`src/rtl/switch_pkg.sv`:
```
// Shared types and helpers for the switch allocator slice.
package switch_pkg;

  typedef enum logic {
    ST_IDLE   = 1'b0,
    ST_LOCKED = 1'b1
  } alloc_state_e;

  // Index width that stays at least one bit wide for single-entry vectors.
  function automatic int idx_width(input int n);
    return $clog2(n) + ((n == 1) ? 1 : 0);
  endfunction

endpackage

```
`src/rtl/rr_arbiter.sv`:
```
// Round-robin arbiter: picks the first set request above ptr, wrapping modulo N.
module rr_arbiter #(
  parameter int N = 4,
  parameter int W = 2
) (
  input  logic [N-1:0] request,
  input  logic [W-1:0] ptr,
  output logic [N-1:0] onehot,
  output logic [W-1:0] winner_idx,
  output logic         any_valid
);

  always_comb begin
    int unsigned idx_full;
    logic [W-1:0] idx;
    onehot     = '0;
    winner_idx = '0;
    any_valid  = 1'b0;
    idx_full   = 0;
    idx        = '0;
    for (int k = 1; k <= N; k++) begin
      idx_full = (32'(ptr) + 32'(k)) % 32'(N);
      idx      = W'(idx_full);
      if (!any_valid && request[idx]) begin
        any_valid   = 1'b1;
        onehot[idx] = 1'b1;
        winner_idx  = idx;
      end
    end
  end

endmodule

```
`src/rtl/switch_allocator.sv`:
```
// Per-outport wormhole allocator: round-robin grant, lock until tail release.
//
// state     | meaning
// ST_IDLE   | outport free, arbitrates among eligible requesters each cycle
// ST_LOCKED | outport held by select[p] until that buffer pulses release_tail
module switch_allocator
  import switch_pkg::*;
#(
  parameter int NUM_BUFFERS  = 4,
  parameter int NUM_OUTPORTS = 4,
  parameter int REQUEST_SIZE = idx_width(NUM_OUTPORTS),
  parameter int SELECT_SIZE  = idx_width(NUM_BUFFERS)
) (
  input  logic                                CLK,
  input  logic                                nRST,
  input  logic [NUM_BUFFERS-1:0]              req,
  input  logic [NUM_BUFFERS*REQUEST_SIZE-1:0] req_port,
  input  logic [NUM_BUFFERS-1:0]              release_tail,
  output logic [NUM_BUFFERS-1:0]              grant,
  output logic [NUM_OUTPORTS*SELECT_SIZE-1:0] select,
  output logic [NUM_OUTPORTS-1:0]             enable,
  output logic [NUM_BUFFERS-1:0]              owned
);

  alloc_state_e           state_q   [NUM_OUTPORTS];
  alloc_state_e           state_nxt [NUM_OUTPORTS];
  logic [SELECT_SIZE-1:0] rr_ptr_q  [NUM_OUTPORTS];
  logic [SELECT_SIZE-1:0] rr_ptr_nxt[NUM_OUTPORTS];
  logic [SELECT_SIZE-1:0] sel_q     [NUM_OUTPORTS];
  logic [SELECT_SIZE-1:0] sel_nxt   [NUM_OUTPORTS];
  logic [NUM_BUFFERS-1:0] grant_q, grant_nxt;
  logic [NUM_BUFFERS-1:0] owned_q, owned_nxt;

  logic [NUM_OUTPORTS-1:0][NUM_BUFFERS-1:0] elig;
  logic [NUM_BUFFERS-1:0] win_oh  [NUM_OUTPORTS];
  logic [SELECT_SIZE-1:0] win_idx [NUM_OUTPORTS];
  logic [NUM_OUTPORTS-1:0] win_any;

  // Out-of-range req_port values never match any p, so they are never granted.
  always_comb begin
    elig = '0;
    for (int p = 0; p < NUM_OUTPORTS; p++) begin
      for (int i = 0; i < NUM_BUFFERS; i++) begin
        elig[p][i] = req[i] && !owned_q[i] &&
                     (req_port[i*REQUEST_SIZE +: REQUEST_SIZE] == REQUEST_SIZE'(p));
      end
    end
  end

  for (genvar gp = 0; gp < NUM_OUTPORTS; gp++) begin : g_port
    rr_arbiter #(
      .N (NUM_BUFFERS),
      .W (SELECT_SIZE)
    ) u_rr_arbiter (
      .request    (elig[gp]),
      .ptr        (rr_ptr_q[gp]),
      .onehot     (win_oh[gp]),
      .winner_idx (win_idx[gp]),
      .any_valid  (win_any[gp])
    );

    assign select[gp*SELECT_SIZE +: SELECT_SIZE] = sel_q[gp];
    assign enable[gp] = (state_q[gp] == ST_LOCKED);
  end

  // A locked port ignores requests, so a release always leaves a one-cycle bubble.
  always_comb begin
    grant_nxt = '0;
    owned_nxt = owned_q;
    for (int p = 0; p < NUM_OUTPORTS; p++) begin
      state_nxt[p]  = state_q[p];
      sel_nxt[p]    = sel_q[p];
      rr_ptr_nxt[p] = rr_ptr_q[p];
      case (state_q[p])
        ST_IDLE: begin
          if (win_any[p]) begin
            state_nxt[p]  = ST_LOCKED;
            sel_nxt[p]    = win_idx[p];
            rr_ptr_nxt[p] = win_idx[p];
            grant_nxt     = grant_nxt | win_oh[p];
            owned_nxt     = owned_nxt | win_oh[p];
          end
        end
        ST_LOCKED: begin
          if (release_tail[sel_q[p]]) begin
            state_nxt[p]        = ST_IDLE;
            owned_nxt[sel_q[p]] = 1'b0;
          end
        end
        default: state_nxt[p] = ST_IDLE;
      endcase
    end
  end

  always_ff @(posedge CLK or negedge nRST) begin
    if (!nRST) begin
      grant_q <= '0;
      owned_q <= '0;
      for (int p = 0; p < NUM_OUTPORTS; p++) begin
        state_q[p]  <= ST_IDLE;
        sel_q[p]    <= '0;
        rr_ptr_q[p] <= SELECT_SIZE'(NUM_BUFFERS - 1);
      end
    end else begin
      grant_q <= grant_nxt;
      owned_q <= owned_nxt;
      for (int p = 0; p < NUM_OUTPORTS; p++) begin
        state_q[p]  <= state_nxt[p];
        sel_q[p]    <= sel_nxt[p];
        rr_ptr_q[p] <= rr_ptr_nxt[p];
      end
    end
  end

  assign grant = grant_q;
  assign owned = owned_q;

endmodule

```
`config.mk`:
```
export PLATFORM = sky130hd
export DESIGN_NAME = switch_allocator
export DESIGN_NICKNAME = d
export VERILOG_FILES = /design/src/rtl/switch_pkg.sv /design/src/rtl/rr_arbiter.sv /design/src/rtl/switch_allocator.sv
export SDC_FILE = /design/constraint.sdc
export NUM_CORES = 1
export LEC_CHECK = 0
export ABC_AREA = 1
export ABC_CLOCK_PERIOD_IN_PS = 2850
export BUFFER_PORTS_ARGS = -buffer_cell sky130_fd_sc_hd__buf_2
export CORE_MARGIN = 3
export CORE_UTILIZATION = 50
export CTS_BUF_LIST = sky130_fd_sc_hd__clkbuf_4 sky130_fd_sc_hd__clkbuf_8 sky130_fd_sc_hd__clkbuf_16
export DETAILED_ROUTE_END_ITERATION = 6
export PLACE_DENSITY = 0.73
export SETUP_SLACK_MARGIN = 0.4
export SYNTH_ARGS = -nofsm -noshare
export SYNTH_HDL_FRONTEND = slang
export SYNTH_HIERARCHICAL = 1
export SYNTH_SLANG_ARGS = --single-unit
```
`constraint.sdc`:
```
create_clock -name CLK -period 2.85 [get_ports CLK]
set_input_delay 0.57 -clock CLK [delete_from_list [all_inputs] [get_ports CLK]]
set_output_delay 0.57 -clock CLK [all_outputs]
set_load 0.02 [all_outputs]
```
==> results.ini, run 1 <==
[worst_setup_path]
start_kind = flop
reg2reg_slack_ps = 510
worst-r2r-cell-count = 13
critPathKind = reg2reg
cp.arrival_ps = 2530
timing.rr.end = owned[1]$_DFF_PN0_
worst_setup_path_end_kind = flop
worst-path-max-fanout = 7
required_ps = 3040
rr_startpoint = rr_ptr_q[5]$_DFFE_PN1P_

[global_routing]
grt_pass1_wl_um = 15010
grt_pass1_vias = 3292
antenna_found_initial = 0
overflow = 0
grtUsageTotal = 0.2400
grt_max_degree = 29

[power_and_ir_drop]
p_per_area_nw_per_um2 = 1169
fin_total_pwr_mw = 4.598
p_leak_nw = 2.143
ir_drop_mv = 0.5355

[timing]
period_needed_ps = 2343
max_slew_margin = 0.5612
worstMarginPinSlew_ps = 658.2
setup_viol = 0
finalHoldViolCount = 0
final.setup.tns_ps = 0
finClkSkew_ps = 5.803
max_freq_mhz = 426.9
fin_crit_sh = 0.8220
finalMaxSlewViolations = 0
rsz0062_at_grt = false

[placed_design]
io_buffers = 37
gp_congestion = 0.9253
hpwl_um = 7355

[clocking]
clock_path_buffers = 2
clkSinkCount = 28
insertion_delay_ps = 290
cts_tree = built
cts-root-buf = clkbuf_8
clk_pin_slew_ps = 110
htree_levels = 1
numCtsBuffers = 3

[yosys]
synth_top_area_frac = 0.1683
postSynthNetCount = 575
ys.flop_type = dfrtp_1
synth_area_leader_cell = nand2_1
synthesis.area_um2 = 3412
synth_area_leaders = nand2_1 (17%), dfrtp_1 (15%), ha_1 (12%)
synth_cells = 525
ys_seq_area_frac = 0.2083
syn_area_per_cell_um2 = 6.499
async_reset_ff_frac = 1.000
yosysUniqueCellTypes = 26
ys_ff_latch = 28
yosysWarnings = 6
synth_edf_count = 0

[detailed_routing]
ant_nets = 0
num_vias = 3690
drt-total-wl_um = 9485
wl_per_cell_um = 14.37
drcViolationCount = 0
vias_per_cell = 5.591
drt-initial-drc-count = 212
firstDrtPassIters = 7

[floorplan]
fp.coreArea_um2 = 6495
dieArea_um2 = 7851
die_w_um = 88.61
die_y_um = 88.61
ios = 38
initial_utilization = 0.5253
rows = 29

[finish]
seq_area_um2 = 710.7
nNetsFinal = 634
diodes = 0
multi_input_area_um2 = 2447
final_layout_size_suffix_gt1_frac = 0.2453
num-fill-cells = 661
syn_to_final_growth_pct = 15.29
fin_util = 0.6057

[flow_run]
cap_violations = 0

[worst_hold_path]
worst_hold_path_type = in2async

[outcome]
status = completed

-- stage by stage --
stage	cell area, um^2	cells	hold slack (ps)	worst slack [ps]
finish	3934	660	301.4	507.4
global route	3934	660	334.8	393.2
CTS	3765	643	317.0	400.5
detailed placement	3694	639	539.8	411.9
global placement	3694	639	536.1	470.1
floorplan	3412	525	274.4	794.0
-- flip-flops by register name, summed over array words and instances (netlist names) --
signal and count:
rr_ptr_q 8, select 8, enable 4, grant 4, owned 4
-- power by group --
| group | switching [mW] | internal [mW] |
|---|---|---|
| logic | 2.22 | 1.16 |
| clock network | 0.140 | 0.189 |
| registers | 0.276 | 0.620 |
-- critical path: stages, from the launching register on --
cell and delay, ps:
dfstp_2 640, clkinvlp_4 150, ha_1 350, inv_1 120, nand2_2 100, nand2_2 90, nor2_2 60, a21oi_1 130
nand3_1 120, a22o_1 240, inv_1 80, nand2_1 60, nand2_1 50, nand2_1 50
-- metal layers --
metal / up-vias / part of all wire / global-route usage / wire length (um)
met5: - / 0 / 0 / 0
met4: 0 / 0.019 / 0.05495 / 176
met3: 16 / 0.063 / 0.02514 / 596
met2: 138 / 0.48 / 0.4194 / 4529
met1: 1672 / 0.44 / 0.3189 / 4182
li1: 1864 / - / - / -
-- kinds of logic (layout without fill, tap and decap cells) --
logic type / count (synthesis) / after routing / share of synthesized area
AND/OR/NAND/NOR: 326 / 326 / 0.4727
flip-flops: 28 / 28 / 0.2083
adder cells (fa/ha/maj): 32 / 32 / 0.1173
AO/OA/AOI/OAI: 64 / 64 / 0.1162
buffers and inverters: 75 / 133 / 0.08544
-- cells in the final DEF (no fill, tap or decap), types with 2 or more instances in the layout --
| master | instances |
|---|---|
| nand2_4 | 4 |
| o21ai_0 | 5 |
| nand2_2 | 22 |
| buf_4 | 17 |
| nand3_1 | 65 |
| a21boi_0 | 16 |
| nor3_1 | 15 |
| nor2_2 | 8 |
| a22oi_1 | 2 |
| a21oi_1 | 18 |
| clkbuf_8 | 3 |
| nor3_2 | 3 |
| nand4_1 | 31 |
| nand2_1 | 151 |
| ha_1 | 31 |
| dfstp_2 | 8 |
| nor2_4 | 3 |
| buf_2 | 37 |
| nor2_1 | 16 |
| inv_4 | 4 |
| inv_2 | 19 |
| a31oi_1 | 5 |
| o21ai_1 | 11 |
| a21oi_2 | 4 |
| nand3_2 | 4 |
| inv_1 | 51 |
| nor2_8 | 4 |
| a22o_1 | 2 |
| dfrtp_1 | 20 |
-- cell usage after synthesis, types with 4 or more instances --
cell / n
a21boi_0: 16
nor3_1: 18
a21oi_2: 4
dfrtp_1: 20
o21ai_1: 11
o21ai_0: 5
nand2_2: 20
ha_1: 32
nand2_4: 4
nor2_1: 16
nor2_8: 4
nand2_1: 153
inv_1: 53
inv_2: 18
a31oi_1: 5
inv_4: 4
dfstp_2: 8
a21oi_1: 18
nand3_2: 4
nand3_1: 65
nor2_2: 9
nand4_1: 31
-- cell type report --
cell class              count  share of cell area
multi-input cells         422              0.6221
repair buffers             54             0.07952
clock buffers               3             0.01050
flip-flops and latches     28              0.1807
inverters                  75             0.07506
clock inverters             1            0.007634
well taps                  77             0.02449
-- what timing repair did --
action                     4_1_cts  5_1_grt
gates resized for setup          0        9
setup endpoints to repair        0        5
setup buffers                    0       17
hold buffers                     0        0
-- worst max-delay path by stage --
stage	slack [ps]	endpoint	startpoint	depth (start not counted)
after floorplan	790	owned[3]$_DFF_PN0_	rr_ptr_q[6]$_DFFE_PN1P_	16
after global routing	390	owned[1]$_DFF_PN0_	rr_ptr_q[5]$_DFFE_PN1P_	13
after CTS	400	owned[2]$_DFF_PN0_	rr_ptr_q[6]$_DFFE_PN1P_	16
final	510	owned[1]$_DFF_PN0_	rr_ptr_q[5]$_DFFE_PN1P_	13
after global placement	470	owned[2]$_DFF_PN0_	rr_ptr_q[6]$_DFFE_PN1P_	16
after detailed placement	410	owned[2]$_DFF_PN0_	rr_ptr_q[6]$_DFFE_PN1P_	16
(Power assumes the default switching activity.)
==> run 2: changes to the inputs <==
Settings changed: ABC_CLOCK_PERIOD_IN_PS 2850 to 2400.
Clock period 2.85 ns to 2.4 ns, I/O delays scaled along.
==> run 2 against run 1 <==
  * Critical path depth did not move
  * Sequential power rose by 8.8%
  * Critical endpoint is now owned[0]$_DFF_PN0_
  * Register-to-register slack got worse by 180 ps
  * Critical path type unchanged
  * Clock skew rose by 0.50 ps
  * Final cell count rose by 5.3%
==> results.ini, run 2 (synthesis results as in run 1) <==
[finish]
nNetsFinal = 669  ; was 634
syn_to_final_growth_pct = 34.21  ; was 15.29%
stdcell_count = 695  ; was 660
final_cell_mix = nand2_1 (135), nand3_1 (56), buf_4 (46)  ; was nand2_1 (151), nand3_1 (65), inv_1 (51)
final_cell_area_um2 = 4579  ; was 3934 um^2
final_common_cell = nand2_1  ; unchanged
final_layout_size_suffix_gt1_frac = 0.3819  ; was 0.2453
diodes = 0  ; unchanged
fin_util = 0.7051  ; was 0.6057

[global_routing]
grt_pass1_vias = 3713  ; was 3292
grt_util_met3 = 0.02048  ; was 0.02514
overflow = 0  ; unchanged
grtUsageMet1 = 0.3516  ; was 0.3189
grtUsageTotal = 0.2698  ; was 0.2400
grt_util_met2 = 0.4752  ; was 0.4194
grt_max_degree = 29  ; unchanged
grt.busiest_layer = met2  ; unchanged
grt_pass1_wl_um = 17030  ; was 15010 um
antenna_found_initial = 0  ; unchanged

[floorplan]
fp.coreArea_um2 = 6495  ; unchanged
ios = 38  ; unchanged
rows = 29  ; unchanged
initial_utilization = 0.5253  ; unchanged
die_w_um = 88.61  ; unchanged
dieArea_um2 = 7851  ; unchanged
die_y_um = 88.61  ; unchanged

[outcome]
status = completed  ; unchanged

[worst_setup_path]
critPathKind = reg2reg  ; unchanged
worst_setup_path_end_kind = flop  ; unchanged
cp.arrival_ps = 2260  ; was 2530 ps
worst-path-max-fanout = 9  ; was 7
required_ps = 2580  ; was 3040 ps
start_kind = flop  ; unchanged

[timing]
finClkSkew_ps = 6.304  ; was 5.803 ps
final.setup.tns_ps = 0  ; unchanged
finalMaxSlewViolations = 0  ; unchanged
rsz0062_at_grt = true  ; was false
period_needed_ps = 2077  ; was 2343 ps
fin_crit_sh = 0.8652  ; was 0.8220
max_freq_mhz = 481.6  ; was 426.9 MHz
fin_hold_ws_ps = 205.1  ; was 301.4 ps
worstMarginPinSlew_ps = 640.9  ; was 658.2 ps
finalHoldViolCount = 0  ; unchanged
setup_viol = 0  ; unchanged
setup_ws_ps = 323.5  ; was 507.4 ps
max_slew_margin = 0.5727  ; was 0.5612

[detailed_routing]
drcViolationCount = 0  ; unchanged
firstDrtPassIters = 5  ; was 7
num_vias = 4008  ; was 3690
ant_nets = 0  ; unchanged
drt-total-wl_um = 10660  ; was 9485 um
vias_per_cell = 5.767  ; was 5.591
drt-initial-drc-count = 274  ; was 212
wl_per_cell_um = 15.33  ; was 14.37 um

[flow_run]
cap_violations = 0  ; unchanged

[clocking]
cts-root-buf = clkbuf_8  ; unchanged
clk_pin_slew_ps = 110  ; about the same
htree_levels = 1  ; unchanged
cts_tree = built  ; unchanged
holdBufCountCts = 0  ; unchanged
clock_path_buffers = 2  ; unchanged
numCtsBuffers = 3  ; unchanged
clkSinkCount = 28  ; unchanged
insertion_delay_ps = 290  ; about the same

[placed_design]
gp_congestion = 0.9372  ; was 0.9253
hpwl_um = 7691  ; was 7355 um
io_buffers = 37  ; unchanged
dp_slack_ps = 117.0  ; was 411.9 ps
place_inst = 663  ; was 639
post_dp_cell_area_um2 = 3911  ; was 3694 um^2

[power_and_ir_drop]
fin_total_pwr_mw = 6.348  ; was 4.598 mW
p_per_area_nw_per_um2 = 1386  ; was 1169 nW/um^2
p_leak_nw = 2.447  ; was 2.143 nW
ir_drop_mv = 0.7494  ; was 0.5355 mV

[worst_hold_path]
worst_hold_path_type = in2async  ; unchanged

run 2: cell types whose count changed in the layout (fill, tap and decap cells not counted), moves of 8 or more:
cell     change
buf_4       +29
inv_1       -12
inv_2       +11
nand2_1     -16
nand2_4     +10
nand3_1      -9
nand3_2      +8
nor3_1      -12
nor3_4      +12
run 2: layout make-up:
type,count,area (um^2)
flip-flops and latches,28,710.7
multi-input cells,423,2818
clock buffers,3,41.29
clock inverters,1,30.03
well taps,77,96.34
inverters,75,296.5
fillers,549,1916
repair buffers,88,586.8
run 2: critical path: stages, from the launching register on:
cell and delay, ps:
dfstp_2 580, inv_2 60, buf_4 180, nand2_1 100, nand3_2 110, nand2_4 140
nand4_1 140, nand2_2 130, inv_2 80, a22o_1 230, inv_2 70, nand2_1 50
nand2_1 60, nand2_1 50
run 2: routing by layer:
| layer | wire length (um) | up-vias |
|---|---|---|
| li1 | - | 1947 |
| met1 | 4431 | 1853 |
| met2 | 5251 | 173 |
| met3 | 620 | 35 |
| met4 | 352 | 0 |
| met5 | 0 | - |
run 2: timing repair:
item,CTS,global route
resized for setup,53,53
gates cloned,1,0
buffers inserted,12,15
pin swaps,25,30
endpoints found under the setup margin,8,17
run 2: report_power, final:
part	internal (mW)	switching, mW
clock network	0.224	0.166
registers	0.732	0.243
logic	1.86	3.13
total	2.81	3.53
run 2: worst paths after layout:
path                                    startpoint                 endpoint  cells after the start  slack [ps]
max                        rr_ptr_q[4]$_DFFE_PN1P_       owned[0]$_DFF_PN0_                     13         320
min                                           nRST    select[3]$_DFFE_PN0P_                      1         210
max reg2reg                rr_ptr_q[4]$_DFFE_PN1P_       owned[0]$_DFF_PN0_                     13         320
min reg2reg                rr_ptr_q[0]$_DFFE_PN1P_  rr_ptr_q[0]$_DFFE_PN1P_                      2         520
max in group asynchronous                     nRST       owned[0]$_DFF_PN0_                      1        1780
min in group CLK           rr_ptr_q[0]$_DFFE_PN1P_  rr_ptr_q[0]$_DFFE_PN1P_                      2         520
